==> config.mk <==
export PLATFORM = sky130hd
export DESIGN_NAME = param_bounce_counter
export DESIGN_NICKNAME = d
export VERILOG_FILES = /design/src/rtl/pbc_pkg.sv /design/src/rtl/pbc_next_value.sv /design/src/rtl/param_bounce_counter.sv
export SDC_FILE = /design/constraint.sdc
export NUM_CORES = 1
export LEC_CHECK = 0
export ABC_AREA = 1
export CAP_MARGIN = 30
export CORE_MARGIN = 10
export CORE_UTILIZATION = 55
export DETAILED_ROUTE_END_ITERATION = 10
export PLACE_DENSITY = 0.8
export SETUP_SLACK_MARGIN = 0.1
export SYNTH_ARGS = -nofsm -noshare
export SYNTH_HDL_FRONTEND = slang
export SYNTH_SLANG_ARGS = --single-unit
==> constraint.sdc <==
create_clock -name clk -period 10.5 [get_ports clk]
set_input_delay 3.15 -clock clk [delete_from_list [all_inputs] [get_ports clk]]
set_output_delay 3.15 -clock clk [all_outputs]
set_load 0.05 [all_outputs]
==> src/rtl/pbc_pkg.sv <==
// Shared encodings for param_bounce_counter: mode, direction and dwell-state values.
package pbc_pkg;

    typedef enum logic [1:0] {
        MODE_PINGPONG = 2'd0,
        MODE_WRAP     = 2'd1,
        MODE_ONESHOT  = 2'd2,
        MODE_HOLD     = 2'd3
    } pbc_mode_e;

    localparam logic DIR_UP   = 1'b0;
    localparam logic DIR_DOWN = 1'b1;

    typedef enum logic {
        ST_RUN   = 1'b0,
        ST_DWELL = 1'b1
    } pbc_dwell_e;

endpackage

==> src/rtl/pbc_next_value.sv <==
// Combinational next-step calculator for param_bounce_counter.
// Produces the next count value, next direction, and a flag for a bound reversal,
// a wrap, or a one-shot reaching its bound. Arithmetic is WIDTH+1 bits so that
// stepping past either end never wraps modulo 2^WIDTH.
module pbc_next_value
    import pbc_pkg::*;
#(
    parameter int WIDTH = 8
) (
    input  logic [WIDTH-1:0] cur_out,
    input  logic             cur_dir,
    input  logic [WIDTH-1:0] step,
    input  logic [WIDTH-1:0] min,
    input  logic [WIDTH-1:0] max,
    input  pbc_mode_e        mode,
    input  logic             flip,
    output logic [WIDTH-1:0] nxt_out,
    output logic             nxt_dir,
    output logic             hit
);

    logic [WIDTH:0]   up_sum;
    logic [WIDTH:0]   dn_floor;
    logic             up_over;
    logic             dn_under;
    logic [WIDTH-1:0] up_sat;
    logic [WIDTH-1:0] dn_sat;
    logic             bound_rev;

    // Saturating up/down candidates and the per-mode selection.
    always_comb begin
        up_sum    = {1'b0, cur_out} + {1'b0, step};
        dn_floor  = {1'b0, min} + {1'b0, step};
        up_over   = up_sum > {1'b0, max};
        dn_under  = {1'b0, cur_out} < dn_floor;
        up_sat    = up_over  ? max : up_sum[WIDTH-1:0];
        dn_sat    = dn_under ? min : (cur_out - step);
        bound_rev = ((cur_out == max) && (cur_dir == DIR_UP)) ||
                    ((cur_out == min) && (cur_dir == DIR_DOWN));

        nxt_out = cur_out;
        nxt_dir = cur_dir;
        hit     = 1'b0;

        if (cur_out < min) begin
            nxt_out = min;
        end else if (cur_out > max) begin
            nxt_out = max;
        end else begin
            unique case (mode)
                MODE_PINGPONG: begin
                    // flip and a bound arriving together still give one inversion
                    nxt_dir = cur_dir ^ (flip | bound_rev);
                    nxt_out = (nxt_dir == DIR_DOWN) ? dn_sat : up_sat;
                    hit     = bound_rev;
                end
                MODE_WRAP: begin
                    nxt_dir = cur_dir ^ flip;
                    if (nxt_dir == DIR_UP) begin
                        nxt_out = up_over ? min : up_sum[WIDTH-1:0];
                        hit     = up_over;
                    end else begin
                        nxt_out = dn_under ? max : (cur_out - step);
                        hit     = dn_under;
                    end
                end
                MODE_ONESHOT: begin
                    if (cur_dir == DIR_UP) begin
                        nxt_out = up_sat;
                        hit     = (up_sat == max);
                    end else begin
                        nxt_out = dn_sat;
                        hit     = (dn_sat == min);
                    end
                end
                default: begin
                    nxt_out = cur_out;
                end
            endcase
        end
    end

endmodule

==> src/rtl/param_bounce_counter.sv <==
// Bounded up/down counter with ping-pong, wrap, one-shot and hold modes,
// runtime step, parallel load, event pulse and range-error flag.
// Optional build macro PBC_DWELL_EN adds a RUN/DWELL pause at ping-pong reversals.
module param_bounce_counter
    import pbc_pkg::*;
#(
    parameter int WIDTH        = 8,
    parameter int DWELL_CYCLES = 4
) (
    input  logic             clk,
    input  logic             rst_n,
    input  logic             enable,
    input  logic [1:0]       mode,
    input  logic [WIDTH-1:0] step,
    input  logic             flip,
    input  logic             load,
    input  logic [WIDTH-1:0] load_val,
    input  logic             load_dir,
    input  logic [WIDTH-1:0] max,
    input  logic [WIDTH-1:0] min,
    output logic [WIDTH-1:0] out,
    output logic             direction,
    output logic             event_p,
    output logic             done,
    output logic             range_err
);

    if (WIDTH < 2 || DWELL_CYCLES < 1) begin : g_bad_params
        $error("param_bounce_counter: WIDTH must be >=2 and DWELL_CYCLES >=1");
    end

    logic [WIDTH-1:0] out_q, out_d;
    logic             dir_q, dir_d;
    logic             event_q, event_d;
    logic             done_q, done_d;
    logic [WIDTH-1:0] nv_out;
    logic             nv_dir;
    logic             nv_hit;
    logic [WIDTH-1:0] load_clamped;
    logic             advance;
    logic             take_next;
    pbc_mode_e        mode_e;

`ifdef PBC_DWELL_EN
    localparam int unsigned DW = $clog2(DWELL_CYCLES + 1);
    pbc_dwell_e       dwell_q, dwell_d;
    logic [DW-1:0]    cnt_q, cnt_d;
`endif

    assign mode_e    = pbc_mode_e'(mode);
    assign range_err = (max <= min);
    assign advance   = enable && !range_err && (mode_e != MODE_HOLD) &&
                       !((mode_e == MODE_ONESHOT) && done_q);

    pbc_next_value #(.WIDTH(WIDTH)) u_next (
        .cur_out (out_q),
        .cur_dir (dir_q),
        .step    (step),
        .min     (min),
        .max     (max),
        .mode    (mode_e),
        .flip    (flip),
        .nxt_out (nv_out),
        .nxt_dir (nv_dir),
        .hit     (nv_hit)
    );

    // Load clamping, priority resolution and (optionally) the dwell state machine.
    always_comb begin
        if (range_err)           load_clamped = load_val;
        else if (load_val < min) load_clamped = min;
        else if (load_val > max) load_clamped = max;
        else                     load_clamped = load_val;

        out_d     = out_q;
        dir_d     = dir_q;
        event_d   = 1'b0;
        done_d    = done_q;
        take_next = 1'b0;
`ifdef PBC_DWELL_EN
        dwell_d = dwell_q;
        cnt_d   = cnt_q;
`endif

        if (load) begin
            out_d  = load_clamped;
            dir_d  = load_dir;
            done_d = 1'b0;
`ifdef PBC_DWELL_EN
            dwell_d = ST_RUN;
            cnt_d   = '0;
`endif
        end else if (advance) begin
`ifdef PBC_DWELL_EN
            // The reversal cycle counts as the first held cycle; a flip or a mode
            // change aborts the dwell and the step is taken normally.
            if ((dwell_q == ST_DWELL) && (mode_e == MODE_PINGPONG) && !flip &&
                (32'(cnt_q) < 32'(DWELL_CYCLES))) begin
                cnt_d = cnt_q + DW'(1);
            end else begin
                take_next = 1'b1;
            end
`else
            take_next = 1'b1;
`endif
        end

        if (take_next) begin
            out_d   = nv_out;
            dir_d   = nv_dir;
            event_d = nv_hit;
            if ((mode_e == MODE_ONESHOT) && nv_hit) done_d = 1'b1;
`ifdef PBC_DWELL_EN
            dwell_d = ST_RUN;
            cnt_d   = '0;
            if ((mode_e == MODE_PINGPONG) && nv_hit) begin
                out_d   = out_q;
                dwell_d = ST_DWELL;
                cnt_d   = DW'(1);
            end
`endif
        end
    end

    // State registers with synchronous active-low reset.
    always_ff @(posedge clk) begin
        if (!rst_n) begin
            out_q   <= min;
            dir_q   <= DIR_UP;
            event_q <= 1'b0;
            done_q  <= 1'b0;
`ifdef PBC_DWELL_EN
            dwell_q <= ST_RUN;
            cnt_q   <= '0;
`endif
        end else begin
            out_q   <= out_d;
            dir_q   <= dir_d;
            event_q <= event_d;
            done_q  <= done_d;
`ifdef PBC_DWELL_EN
            dwell_q <= dwell_d;
            cnt_q   <= cnt_d;
`endif
        end
    end

    assign out       = out_q;
    assign direction = dir_q;
    assign event_p   = event_q;
    assign done      = done_q;

endmodule

* Word-level counts from Yosys, hierarchy flattened
Index checks and enable logic that the tools add are counted.
** Storage, ports and cells
- Bits in registers :: 11
- Input bits :: 40
- Output and inout port bits :: 12
- Word-level logic and storage cells :: 76
** Operators by class
- Add/sub/neg operators :: 3
- Magnitude comparators :: 7
- Equal/unequal tests :: 12
- Muxes and demuxes :: 31
- Bitwise operators :: 4
- Reduce and logical (&&, ||, !) cells :: 15
** Operators by type and width (count)
- 2-to-1 mux 8 bit :: 15
- equality test 8 bit :: 4
- case mux 8 bit (3 select lines) :: 1
- adder 8 x 8 -> 9 bit :: 2
- > comparator 8 bit :: 2
- less-than comparator 8 bit :: 2
- 2-to-1 mux 1 bit :: 13
- > comparator 9 x 8 -> 1 bit :: 1
- less-than comparator 8 x 9 -> 1 bit :: 1
- less-or-equal comparator 8 bit :: 1
- subtractor 8 bit :: 1
- logical AND 1 bit :: 7
- != test 7 x 2 -> 1 bit, second input constant :: 1
- != test 2 bit, second input constant :: 3
- != test 3 x 1 -> 1 bit, second input constant :: 2
- AND reduction 2 bit :: 2
- AND reduction 4 bit :: 1
- case mux 1 bit (3 select lines) :: 1
- equality test 2 x 1 -> 1 bit, second input constant :: 1
- equality test 2 bit, second input constant :: 1
- logical NOT 1 bit :: 2
- logical NOT 2 bit :: 1
- case mux 1 bit (2 select lines) :: 1
- nonzero test 2 bit :: 1
- 4 further kinds :: 5

* Depth between registers and ports, before layout
Gate-level depths: netlist of the first run.
- Depth after elaboration :: 11
- Depth in mapped cells :: 30
- Depth with buffers taken out :: 29

* Modules after synthesis
Synthesis of the first run repeated with hierarchy kept, for this count alone.
** Second synthesis, totals
- Cell total of the unflattened synthesis :: 801
- Area, all modules :: 4685.7 µm²
** Modules (own cells, without submodules)
- pbc_next_value :: instances 1, cells each 558, area each 3171.8 µm²
- param_bounce_counter :: instances 1, cells each 243, area each 1514.0 µm²

* Worst setup path after synthesis of the first run
OpenSTA, ideal clock, no wires.
- Path kind :: input -> output
- Start point :: input port min[1]
- End point :: output port range_err
- Data arrival time :: 4.170 ns
- Data required time :: 7.350 ns
- Slack :: 3.180 ns
- Stages :: 7
- Buffers on the path :: 0
- Cell sequence :: inv_1 -> ha_1 -> a21oi_1 -> o21ai_1 -> nand2_1 -> o211ai_1 -> nand2_2
** Between the ends
- Longest elaborated chain between the ends :: 1
** RTL lines
- start, declared :: line param_bounce_counter.sv:20 : input logic [WIDTH-1:0] min,
- less-or-equal comparator 8 bit :: line param_bounce_counter.sv:51 : assign range_err = (max <= min);
- end, declared :: line param_bounce_counter.sv:25 : output logic range_err
No other way between the ends.

* Final worst setup path of the first run
- Start point :: input port min[3]
- End point :: output port range_err
The elaborated chain is that of the path after synthesis.

==> results list, run 1 <==
* Clock tree root driver cell: sky130_fd_sc_hd__clkbuf_8
- FP Rows: 32
- The min-delay analysis places its worst path in the category flop to flop.
* Util after Layout: 0.648
- The cell area that synthesis handed to floorplanning was 4510 sq um.
* Total vias in the final route: 5586
* Maximum number of pins on one net before global-route repair: 19
- Transition time at the pin with the least slew margin: 0.718 ns
- Setup repair after global routing left no endpoint under its margin.
* Worst-case vdd ir drop: 0.0856 mV
* Met3 Resource Use GR: 0.0578
- The analysis attributes to cell leakage a power of 2.73 nW.
* Synthesis-stage register bit count: 11
- Derived from the worst setup path, the maximum achievable clock frequency is 113 MHz.
- The core region is 7850 sq um.
* Cell type with the highest aggregate area in the netlist: sky130_fd_sc_hd__ha_1
- On the final layout, the worst clock skew is 0.00656 ns.
- TritonCTS clock tree: built
- Number of enable-type register cells in the synthesized netlist: 8
* Share of synthesized area occupied by flip-flops and latches: 0.0666
* Top-area cell type share of the netlist area: 0.225
* Mux share of post-synthesis cell area: 0
- Die extent in x: 111 um
- With fillers left out, the area of the finished cells amounts to 5080 sq um.
- Data on the critical path arrives at its endpoint at 5.69 ns.
- Of the available clock period, the critical path in the final layout requires 0.842.
* Count leader, synth: sky130_fd_sc_hd__nand2_1
- I/O pin total: 52
- DIE AREA: 12200 sq um
- Fraction of layout cells with a size suffix above 1: 0.0461
- From synthesis to final layout, the design area changed by 12.7%.
- Yosys warning count: 0
- Vias in the first global route: 5004
- Post-detail-place hpwl: 14000 um
* Syn avg cell area: 5.88 sq um
- Input and output buffers added on the ports amount to 51.
- Nature of the critical path startpoint: input pin
- All-layer global routing usage: 0.263
- After synthesis, the netlist uses 45 different library cells.
- Clock tree sinks: 11
- TritonCTS created 3 clock buffers.
- Xor/xnor share of the synthesized area: 0.0250
- Worst hold slack across all endpoints: 0.474 ns
* Post-detailed-route wirelength per cell: 19.4 um
* Count of final hold-check violations: 0
* Routability congestion estimate from global placement: 1.02
* Antenna diode count: 0
* Crit path time final: 8.84 ns
* Y dimension of the die: 111 um
- Clock slew at reported path FFs: 0.06 ns
- Before antenna repair, the detailed router went through 6 iterations.
- For this block, the routed nets add up to 17500 um of wire.
* Layout net count: 928
- The clock passes through at most 2 buffers.
- In the final layout, the multi-input gates occupy 3680 sq um.
- Max-cap violations: 0
- Main combinational cell family by area after synthesis: simple AND/OR/NAND/NOR gates
- CTS built an H-tree with a depth of 1.
* Vias per cell: 6.17
- Data on the critical path is required at its endpoint by 7.35 ns.
- Outcome: finished, final reports clean
- Residual DRC: 0
- The max-slew violation count is 0.
* Sum of overflow across all layers after global routing: 0
- The initial utilization of the core area, before any placement, comes to 0.575.
* Worst Setup End Kind: output port
- Synthesis handed over a netlist of 767 instances.
- Predominant post-synthesis flop cell: sky130_fd_sc_hd__edfxtp_1
- Adder and majority cell fraction of the synthesized area: 0.238
- In this run the power density over the cells is 125 nW/um^2.
- Remaining antenna violation count after routing: 0
* Area after DPL: 5040 sq um
- First-pass GRT wire length: 26900 um
* Share of synthesized cell area in and, or, nand and nor gates: 0.400
- Biggest fanout along the worst timing path: 7
- Layer carrying the most global-route usage: met2
* Initial detailed-routing violation count: 695
- After clock tree synthesis, the setup repair step added 0 buffers.
* Storage cell area: 300 sq um
- Global routing usage on met1: 0.352
- The worst setup path is of the input pin to output port kind.
- Initial antenna violation count: 0
- Max transition margin: 0.516
- # setup viols final: 0
- The synthesized-area fraction occupied by ao, oa, aoi and oai cells came to 0.153.
- For met2 alone, demand over resource in global routing was 0.399.
- Summed over all failing endpoints, the final setup total negative slack is 0 ns.
- Leading post-synthesis cells by cell area: sky130_fd_sc_hd__ha_1 22%, sky130_fd_sc_hd__nand2_1 21%, sky130_fd_sc_hd__inv_1 7.9%, sky130_fd_sc_hd__nand3_1 7.5%, sky130_fd_sc_hd__a21oi_1 5.5%
- Clock latency on the worst-skew pair, taken at its later pin, is 0.25 ns.
- Synthesis produced a netlist with a net count of 891.
* Number of instances resized during post-cts repair: 0
- Cts-stage hold buffer count: 0
- Share of synthesized registers carrying an async set or reset: 0
* Top cells by instance count after synthesis: 253 x sky130_fd_sc_hd__nand2_1, 95 x sky130_fd_sc_hd__inv_1, 81 x sky130_fd_sc_hd__ha_1
* Count of filler cells inserted in the layout: 752
-- final timing paths --
check               from  slack [ns]         to  depth (start not counted)
setup / recovery  min[3]        1.66  range_err                          9
hold / removal      done        0.47       done                          2
setup reg to reg  out[2]        5.85     out[1]                         27
hold reg to reg     done        0.47       done                          2
-- flip-flops by register name, summed over array words and instances (netlist names) --
signal and flops:
direction 1, done 1, event_p 1, out 8
-- power breakdown --
part	switching, mW	internal, mW	leakage, nW
clock	0.0193	0.0263	0.0255
combinational	0.360	0.164	2.60
sequential	0.0134	0.0532	0.108
-- layout make-up --
| cell class | instances | share of cell area |
|---|---|---|
| multi-input cells | 628 | 0.723 |
| repair buffers | 53 | 0.103 |
| inverters | 107 | 0.0800 |
| flip-flops and latches | 11 | 0.0591 |
| well taps | 102 | 0.0251 |
| clock buffers | 3 | 0.00812 |
| clock inverters | 1 | 0.000984 |
-- critical path: stages --
cell	delay [ns]
sky130_fd_sc_hd__clkdlybuf4s50_1	0.67
sky130_fd_sc_hd__inv_1	0.18
sky130_fd_sc_hd__ha_1	0.32
sky130_fd_sc_hd__a21oi_1	0.14
sky130_fd_sc_hd__o21ai_1	0.08
sky130_fd_sc_hd__nand2_1	0.06
sky130_fd_sc_hd__o211ai_1	0.09
sky130_fd_sc_hd__nand2_2	0.15
sky130_fd_sc_hd__clkdlybuf4s50_1	0.83
-- layout by cell type, fill, tap and decap left out, types with 9 or more instances in the layout --
cell type	Yosys	routed
sky130_fd_sc_hd__nand4_1	35	35
sky130_fd_sc_hd__o21ai_0	37	37
sky130_fd_sc_hd__o211ai_1	9	9
sky130_fd_sc_hd__ha_1	81	81
sky130_fd_sc_hd__o21ai_1	9	9
sky130_fd_sc_hd__nor2_1	29	29
sky130_fd_sc_hd__a21oi_1	50	50
sky130_fd_sc_hd__inv_1	95	95
sky130_fd_sc_hd__nand2_1	253	253
sky130_fd_sc_hd__clkdlybuf4s50_1	0	51
sky130_fd_sc_hd__nand3_1	68	68
-- through the flow --
stage	setup WS (ns)	std cells	power [mW]
3_3_place_gp	1.73	901	0.561
2_1_floorplan	3.18	767	0.431
4_1_cts	1.69	905	0.616
6_report	1.66	905	0.636
5_1_grt	1.53	905	0.688
3_5_place_dp	1.72	901	0.568
-- metal layers --
metal,wire (um),share of wire
met1,7160,0.41
met2,7550,0.43
met3,2170,0.12
met4,634,0.036
met5,0,0
-- kinds of logic (layout without fill, tap and decap cells) --
group | Yosys count | after routing
AOI/OAI and AO/OA | 122 | 122
xor gates and xnor gates | 12 | 12
adders and majority gates | 84 | 84
and+or+nand+nor | 410 | 410
DFF | 11 | 11
buffers and inverters | 128 | 164
Note: power is estimated with default switching activity, not from simulation.
==> run 2, diff against run 1 <==
Clock period 10.5 ns to 9.1 ns, I/O delays scaled along.
==> run 2 against run 1 <==
Against the previous run: via count is 2.0% lower; power increased by 16%; highest routed layer unchanged; die area is the same; final cell count increased by 0.11%; critical path type unchanged.
==> results list, run 2 (same netlist as run 1, synthesis figures left out) <==
- Maximum level of the CTS H-tree: 1
- Antenna diode count: 0
* DIE AREA: 12200 sq um
* Vias in the first global route: 5086
- Layout net count: 929
- The number of hold violations in the final report came to 0.
* Initial antenna violation count: 0
- Crit path time final: 8.01 ns
* Y dimension of the die: 111 um
- The wire-length estimate of the detail-placed layout is 14200 um.
- 1st-pass router iterations: 6
- Global routing usage on met1: 0.356
- Of the cells placed in the final design, the portion with a size suffix greater than 1 is 0.0473.
* Commonest cells after routing, fill and taps aside: 253 x sky130_fd_sc_hd__nand2_1, 95 x sky130_fd_sc_hd__inv_1, 81 x sky130_fd_sc_hd__ha_1
- Overall power consumption after layout is estimated at 0.736 mW.
- Residual DRC: 0
- The number of hold buffers added after CTS was 0.
* Fmax: 125 MHz
- For the pin with the worst max-slew slack, the measured transition is 0.709 ns.
* Area grow syn2layout: 12.9%
- The worst setup path is of the input pin to output port kind.
* Largest buffer count on any clock path: 2
- Die extent in x: 111 um
- # setup viols final: 0
* Flip-flop count of the largest register after layout: 8
* Max Slew Vio Count: 0
- TritonCTS built the clock tree.
* Leak Pwr: 2.74 nW
- Total vias in the final route: 5474
* Cell family with most CP delay: buffers and inverters
- Aggregate negative setup slack: 0 ns
* Maximum number of pins on one net before global-route repair: 19
- The later pin in the worst-skew pair is clocked with a latency of 0.26 ns.
- FP Rows: 32
- The library cell used most frequently in the layout, excluding fill and tap cells, is sky130_fd_sc_hd__nand2_1.
* Worst Setup End Kind: output port
* Total core area: 7850 sq um
- Clock slew at reported path FFs: 0.07 ns
* Design area: 5090 sq um
* Skew final: 0.00512 ns
- Nature of the critical path startpoint: input pin
- In this run the worst path has a maximum fanout of 7.
* Global-route met2 utilization: 0.407
- The path class of the tightest hold or removal check is flop to flop.
- The total overflow left after global routing is 0.
- RSZ-0062 raised after global routing: false
- First-pass GRT wire length: 27300 um
- The tree is rooted in a sky130_fd_sc_hd__clkbuf_8.
- The number of setup buffers added after CTS is 0.
- Count of port buffers added during placement: 51
- Number of buffer and inverter instances along the worst setup path: 3
- Including well taps, the total number of placed cells is 902.
- The congestion estimate from routability-driven global placement came to 1.08.
- The routed design has 17600 um of wire.
- Dividing the final minimum period by the clock period gives 0.880.
- The critical path goes through clkdlybuf4s50_1 -> inv_1 -> ha_1 -> a21oi_1 -> o21ai_1 -> nand2_1 -> o211ai_1 -> nand2_2 -> clkdlybuf4s50_1.
* Largest stage delay on the critical path: 0.85 ns
- I/O pin total: 52
* All-layer global routing usage: 0.269
* Outcome: finished, final reports clean
* Met3 Resource Use GR: 0.0502
- The layer flagged by global routing as most heavily used is met2.
- Number of non-filler instances in the completed layout: 906
- Vias per cell: 6.04
* Post-detailed-route wirelength per cell: 19.5 um
- Clock tree synthesis found a total of 11 sinks.
- Number of instances resized during post-cts repair: 0
* Initial core utilization: 0.575
- Most frequent cell on the critical path: sky130_fd_sc_hd__clkdlybuf4s50_1
- Remaining antenna violation count after routing: 0
* Initial detailed-routing violation count: 568
- Worst hold slack across all endpoints: 0.477 ns
- Clock buffer count from CTS: 3
- At the worst endpoint, the required time is 6.37 ns.
* Power per cell area: 145 nW/um^2
- Area after DPL: 5050 sq um
- The worst-case IR drop observed on VDD is 0.113 mV.
* Cell with the biggest individual delay on the critical path: sky130_fd_sc_hd__clkdlybuf4s50_1
- In this run the tightest slew margin relative to its limit is 0.523.
- Max-cap violations: 0
- CP Data Arrival Time: 5.28 ns
## run 2: cell types whose count changed in the layout (fill, tap and decap cells not counted), sizes merged
cell | previous run | this run
buf | 2 | 3
## run 2: stage by stage
step           setup WS [ns]   util
3_3_place_gp            1.17  0.643
2_1_floorplan           2.62      -
3_5_place_dp            1.12  0.643
4_1_cts                 1.11  0.649
6_report                1.09  0.649
5_1_grt                0.980  0.649
## run 2: final timing paths
kind | endpoint | depth (start not counted) | start | slack [ns]
worst max register to register | out[5] | 26 | out[2] | 4.39
worst min-delay path | done | 2 | done | 0.48
worst min register to register | done | 2 | done | 0.48
worst max-delay path | range_err | 9 | min[3] | 1.09
## run 2: power breakdown
| part | switching (mW) | leakage (nW) | total, mW | internal [mW] |
|---|---|---|---|---|
| Clock | 0.0257 | 0.0255 | 0.0561 | 0.0304 |
| Combinational | 0.414 | 2.60 | 0.603 | 0.189 |
| Sequential | 0.0153 | 0.108 | 0.0766 | 0.0613 |
| Total | 0.455 | 2.74 | 0.736 | 0.281 |
## run 2: cell type report
class | count | area, sq um
timing repair buffer | 54 | 533
sequential | 11 | 300
clock inverter | 1 | 5.00
clock buffer | 3 | 41.3
multi-input combinational | 628 | 3680
tap | 102 | 128
inverter | 107 | 407
fill | 735 | 2760
## run 2: routing by layer
metal | vias up | part of all wire | wire length (um)
met2 | 386 | 0.43 | 7510
met3 | 55 | 0.12 | 2030
met4 | 0 | 0.039 | 689
met5 | - | 0 | 0
li1 | 2637 | - | -
met1 | 2396 | 0.42 | 7420
## run 2: worst register-to-register path: stages, from the launching register on
cell                       delay, ns
sky130_fd_sc_hd__edfxtp_1       0.56
sky130_fd_sc_hd__ha_1           0.51
sky130_fd_sc_hd__inv_2          0.10
sky130_fd_sc_hd__a21oi_1        0.20
sky130_fd_sc_hd__nand2_1        0.13
sky130_fd_sc_hd__xor2_1         0.32
sky130_fd_sc_hd__inv_1          0.16
sky130_fd_sc_hd__ha_1           0.32
sky130_fd_sc_hd__nand2_1        0.06
sky130_fd_sc_hd__nor2_1         0.15
sky130_fd_sc_hd__nand2_1        0.07
sky130_fd_sc_hd__nand3_1        0.08
sky130_fd_sc_hd__nand2_1        0.05
sky130_fd_sc_hd__nand2_1        0.05
sky130_fd_sc_hd__nand2_1        0.29
sky130_fd_sc_hd__nand2_4        0.31
sky130_fd_sc_hd__inv_4          0.15
sky130_fd_sc_hd__o21ai_0        0.29
sky130_fd_sc_hd__nand2_1        0.08
sky130_fd_sc_hd__nand3_1        0.09
sky130_fd_sc_hd__nand2_1        0.06
sky130_fd_sc_hd__nand2_1        0.05
sky130_fd_sc_hd__nand2_1        0.06
sky130_fd_sc_hd__nand2_1        0.13
sky130_fd_sc_hd__nand2_1        0.07
sky130_fd_sc_hd__nand3_1        0.08
sky130_fd_sc_hd__nand2_1        0.06
==> run 3, diff against run 2 <==
Clock period 9.1 ns to 8.5 ns, I/O delays scaled along.
==> run 3 against run 2 <==
Against the previous run: setup slack got worse by 0.27 ns; critical path type unchanged; core utilization about the same; final cell count unchanged; global-route usage decreased by 0.30 points; largest power group unchanged; design area about the same; critical path depth unchanged; flip-flop and latch count unchanged; non-clock buffer count unchanged; largest cell class unchanged; clock skew decreased by 0.0036 ns; sequential power increased by 8.1%.
==> results list, run 3 (same netlist as run 1, synthesis figures left out) <==
- Outcome: finished, final reports clean
* Die extent in x: 111 um
- Setup bufs post-CTS: 0
* Commonest cells after routing, fill and taps aside: 253 x sky130_fd_sc_hd__nand2_1, 95 x sky130_fd_sc_hd__inv_1, 81 x sky130_fd_sc_hd__ha_1
- Crit-path cells: clkdlybuf4s50_1 -> inv_1 -> ha_1 -> a21oi_1 -> o21ai_1 -> nand2_1 -> o211ai_1 -> nand2_2 -> clkdlybuf4s50_1
- The tree is rooted in a sky130_fd_sc_hd__clkbuf_8.
* Final Cycle Share: 0.904
- The max-slew violation count is 0.
- After clock tree synthesis, the flow added hold-fix buffers numbering 0.
- Dividing the detail-routed wire length by the instance count gives 19.1 um.
- The tool flagged a number of max-cap violations equal to 0.
* Sum of overflow across all layers after global routing: 0
- CTS built an H-tree with a depth of 1.
* Maximum number of pins on one net before global-route repair: 19
* Initial antenna violation count: 0
- Setup violations remaining at the end of the flow were counted as 0.
- The clock arrives with 0.00154 ns of skew.
- CP Data Required Time: 5.95 ns
- The floorplan step defined a die boundary enclosing 12200 sq um.
- Clock-pin slew was measured on the worst setup and hold paths at 0.06 ns.
- In the final timing run, aggregate negative setup slack is 0 ns.
- Clock buffer count from CTS: 3
- Cell family with most CP delay: buffers and inverters
- The congestion estimate from routability-driven global placement came to 1.07.
- After legalization and detailed placement, the total HPWL measured 13900 um.
* 1st-pass router iterations: 5
- Fraction of layout cells with a size suffix above 1: 0.0460
- Clock tree sinks: 11
- Critical setup path kind: input pin to output port
* Flip-flop count of the largest register after layout: 8
- Antenna diode count: 0
- In the global route stage, overall resource usage came out at 0.266.
* Routed Wire Length: 17300 um
* Residual DRC: 0
- For this block, the initial DRC count from the detailed router was 704.
- Once placement completed, the tool counted placed cells totaling 902.
- Power comes to 0.773 mW.
- Most frequent cell on the critical path: sky130_fd_sc_hd__clkdlybuf4s50_1
- The worst pin sits at a relative slew slack of 0.520.
- Number of non-filler instances in the completed layout: 906
- Summing over every cut layer, the via total after detailed routing is 5513.
- Latest clock arrival within the worst-skew pair: 0.25 ns
- Cell with the biggest individual delay on the critical path: sky130_fd_sc_hd__clkdlybuf4s50_1
* I/O pin total: 52
- Biggest fanout along the worst timing path: 7
* Fmax: 130 MHz
- Initial core utilization: 0.575
* Crit path time final: 7.68 ns
* Count of port buffers added during placement: 51
- Number of instances resized during post-cts repair: 0
* Vias in the first global route: 5122
- For this run, the post-layout net count is 929.
- At the placement stage, the worst setup path has a slack of 0.902 ns.
- Worst Setup End Kind: output port
- For the pin with the worst max-slew slack, the measured transition is 0.716 ns.
- Worst-case vdd ir drop: 0.0804 mV
* Remaining antenna violation count after routing: 0
- Post-route worst setup slack: 0.819 ns
- Util after Layout: 0.649
- In this run the worst hold path is classified as flop to flop.
* Largest stage delay on the critical path: 0.84 ns
* RSZ-0062 raised after global routing: false
- Count of final hold-check violations: 0
- Most common cell after layout, fill and taps aside: sky130_fd_sc_hd__nand2_1
- CP Data Arrival Time: 5.13 ns
- The clock passes through at most 2 buffers.
- Leak Pwr: 2.73 nW
- The first global-routing pass estimated 27200 um of wire.
- Vias per cell: 6.08
* TritonCTS clock tree: built
- For this design the ratio of total power to cell area is 152 nW/um^2.
- The critical path contains buffers and inverters numbering 3 combined.
- Total core area: 7850 sq um
* Nature of the critical path startpoint: input pin
- Area grow syn2layout: 12.8%
- FP Rows: 32
* Count of filler cells inserted in the layout: 769
* Y dimension of the die: 111 um
==> run 3: through the flow <==
| step | area (sq um) | hold WS (ns) |
|---|---|---|
| final | 5090 | 0.483 |
| after CTS | 5090 | 0.473 |
| after global placement | 5050 | 0.459 |
| after floorplan | 4510 | 0.681 |
| after detailed placement | 5050 | 0.464 |
| after global routing | 5090 | 0.501 |
==> run 3: worst paths after layout <==
check,endpoint,cells past startpoint,slack (ns),start
hold / removal,done,2,0.48,done
setup / recovery,range_err,9,0.82,min[3]
setup reg to reg,out[5],26,3.91,out[2]
hold reg to reg,done,2,0.48,done
==> run 3: area by class of cell <==
cell class	instances	area [sq um]	share of cell area
Multi-Input combinational cell	628	3680	0.723
Timing Repair Buffer	54	533	0.105
Inverter	107	407	0.0799
Sequential cell	11	300	0.0590
Tap cell	102	128	0.0251
Clock buffer	4	45.0	0.00885
==> run 3: worst reg2reg max path, cell delays in order (launching register included) <==
cell                       delay (ns)
sky130_fd_sc_hd__edfxtp_1        0.57
sky130_fd_sc_hd__ha_1            0.52
sky130_fd_sc_hd__inv_2           0.10
sky130_fd_sc_hd__a21oi_1         0.19
sky130_fd_sc_hd__nand2_1         0.13
sky130_fd_sc_hd__xor2_1          0.28
sky130_fd_sc_hd__inv_1           0.14
sky130_fd_sc_hd__ha_1            0.32
sky130_fd_sc_hd__nand2_1         0.05
sky130_fd_sc_hd__nor2_1          0.14
sky130_fd_sc_hd__nand2_1         0.07
sky130_fd_sc_hd__nand3_1         0.08
sky130_fd_sc_hd__nand2_1         0.05
sky130_fd_sc_hd__nand2_1         0.06
sky130_fd_sc_hd__nand2_1         0.27
sky130_fd_sc_hd__nand2_4         0.31
sky130_fd_sc_hd__inv_4           0.15
sky130_fd_sc_hd__o21ai_0         0.24
sky130_fd_sc_hd__nand2_1         0.08
sky130_fd_sc_hd__nand3_1         0.08
sky130_fd_sc_hd__nand2_1         0.05
sky130_fd_sc_hd__nand2_1         0.05
sky130_fd_sc_hd__nand2_1         0.08
sky130_fd_sc_hd__nand2_1         0.10
sky130_fd_sc_hd__nand2_1         0.07
sky130_fd_sc_hd__nand3_1         0.08
sky130_fd_sc_hd__nand2_1         0.08
==> run 3: layer usage <==
layer	track usage	vias to the layer above	share of wire
li1	-	2634	-
met1	0.339	2443	0.39
met2	0.424	370	0.44
met3	0.0502	66	0.12
met4	0.117	0	0.045
met5	0	-	0
==> run 3: report_power, final <==
group | switching [mW] | internal, mW | total, mW
registers | 0.0171 | 0.0657 | 0.0828
logic | 0.431 | 0.202 | 0.634
clock network | 0.0238 | 0.0332 | 0.0570
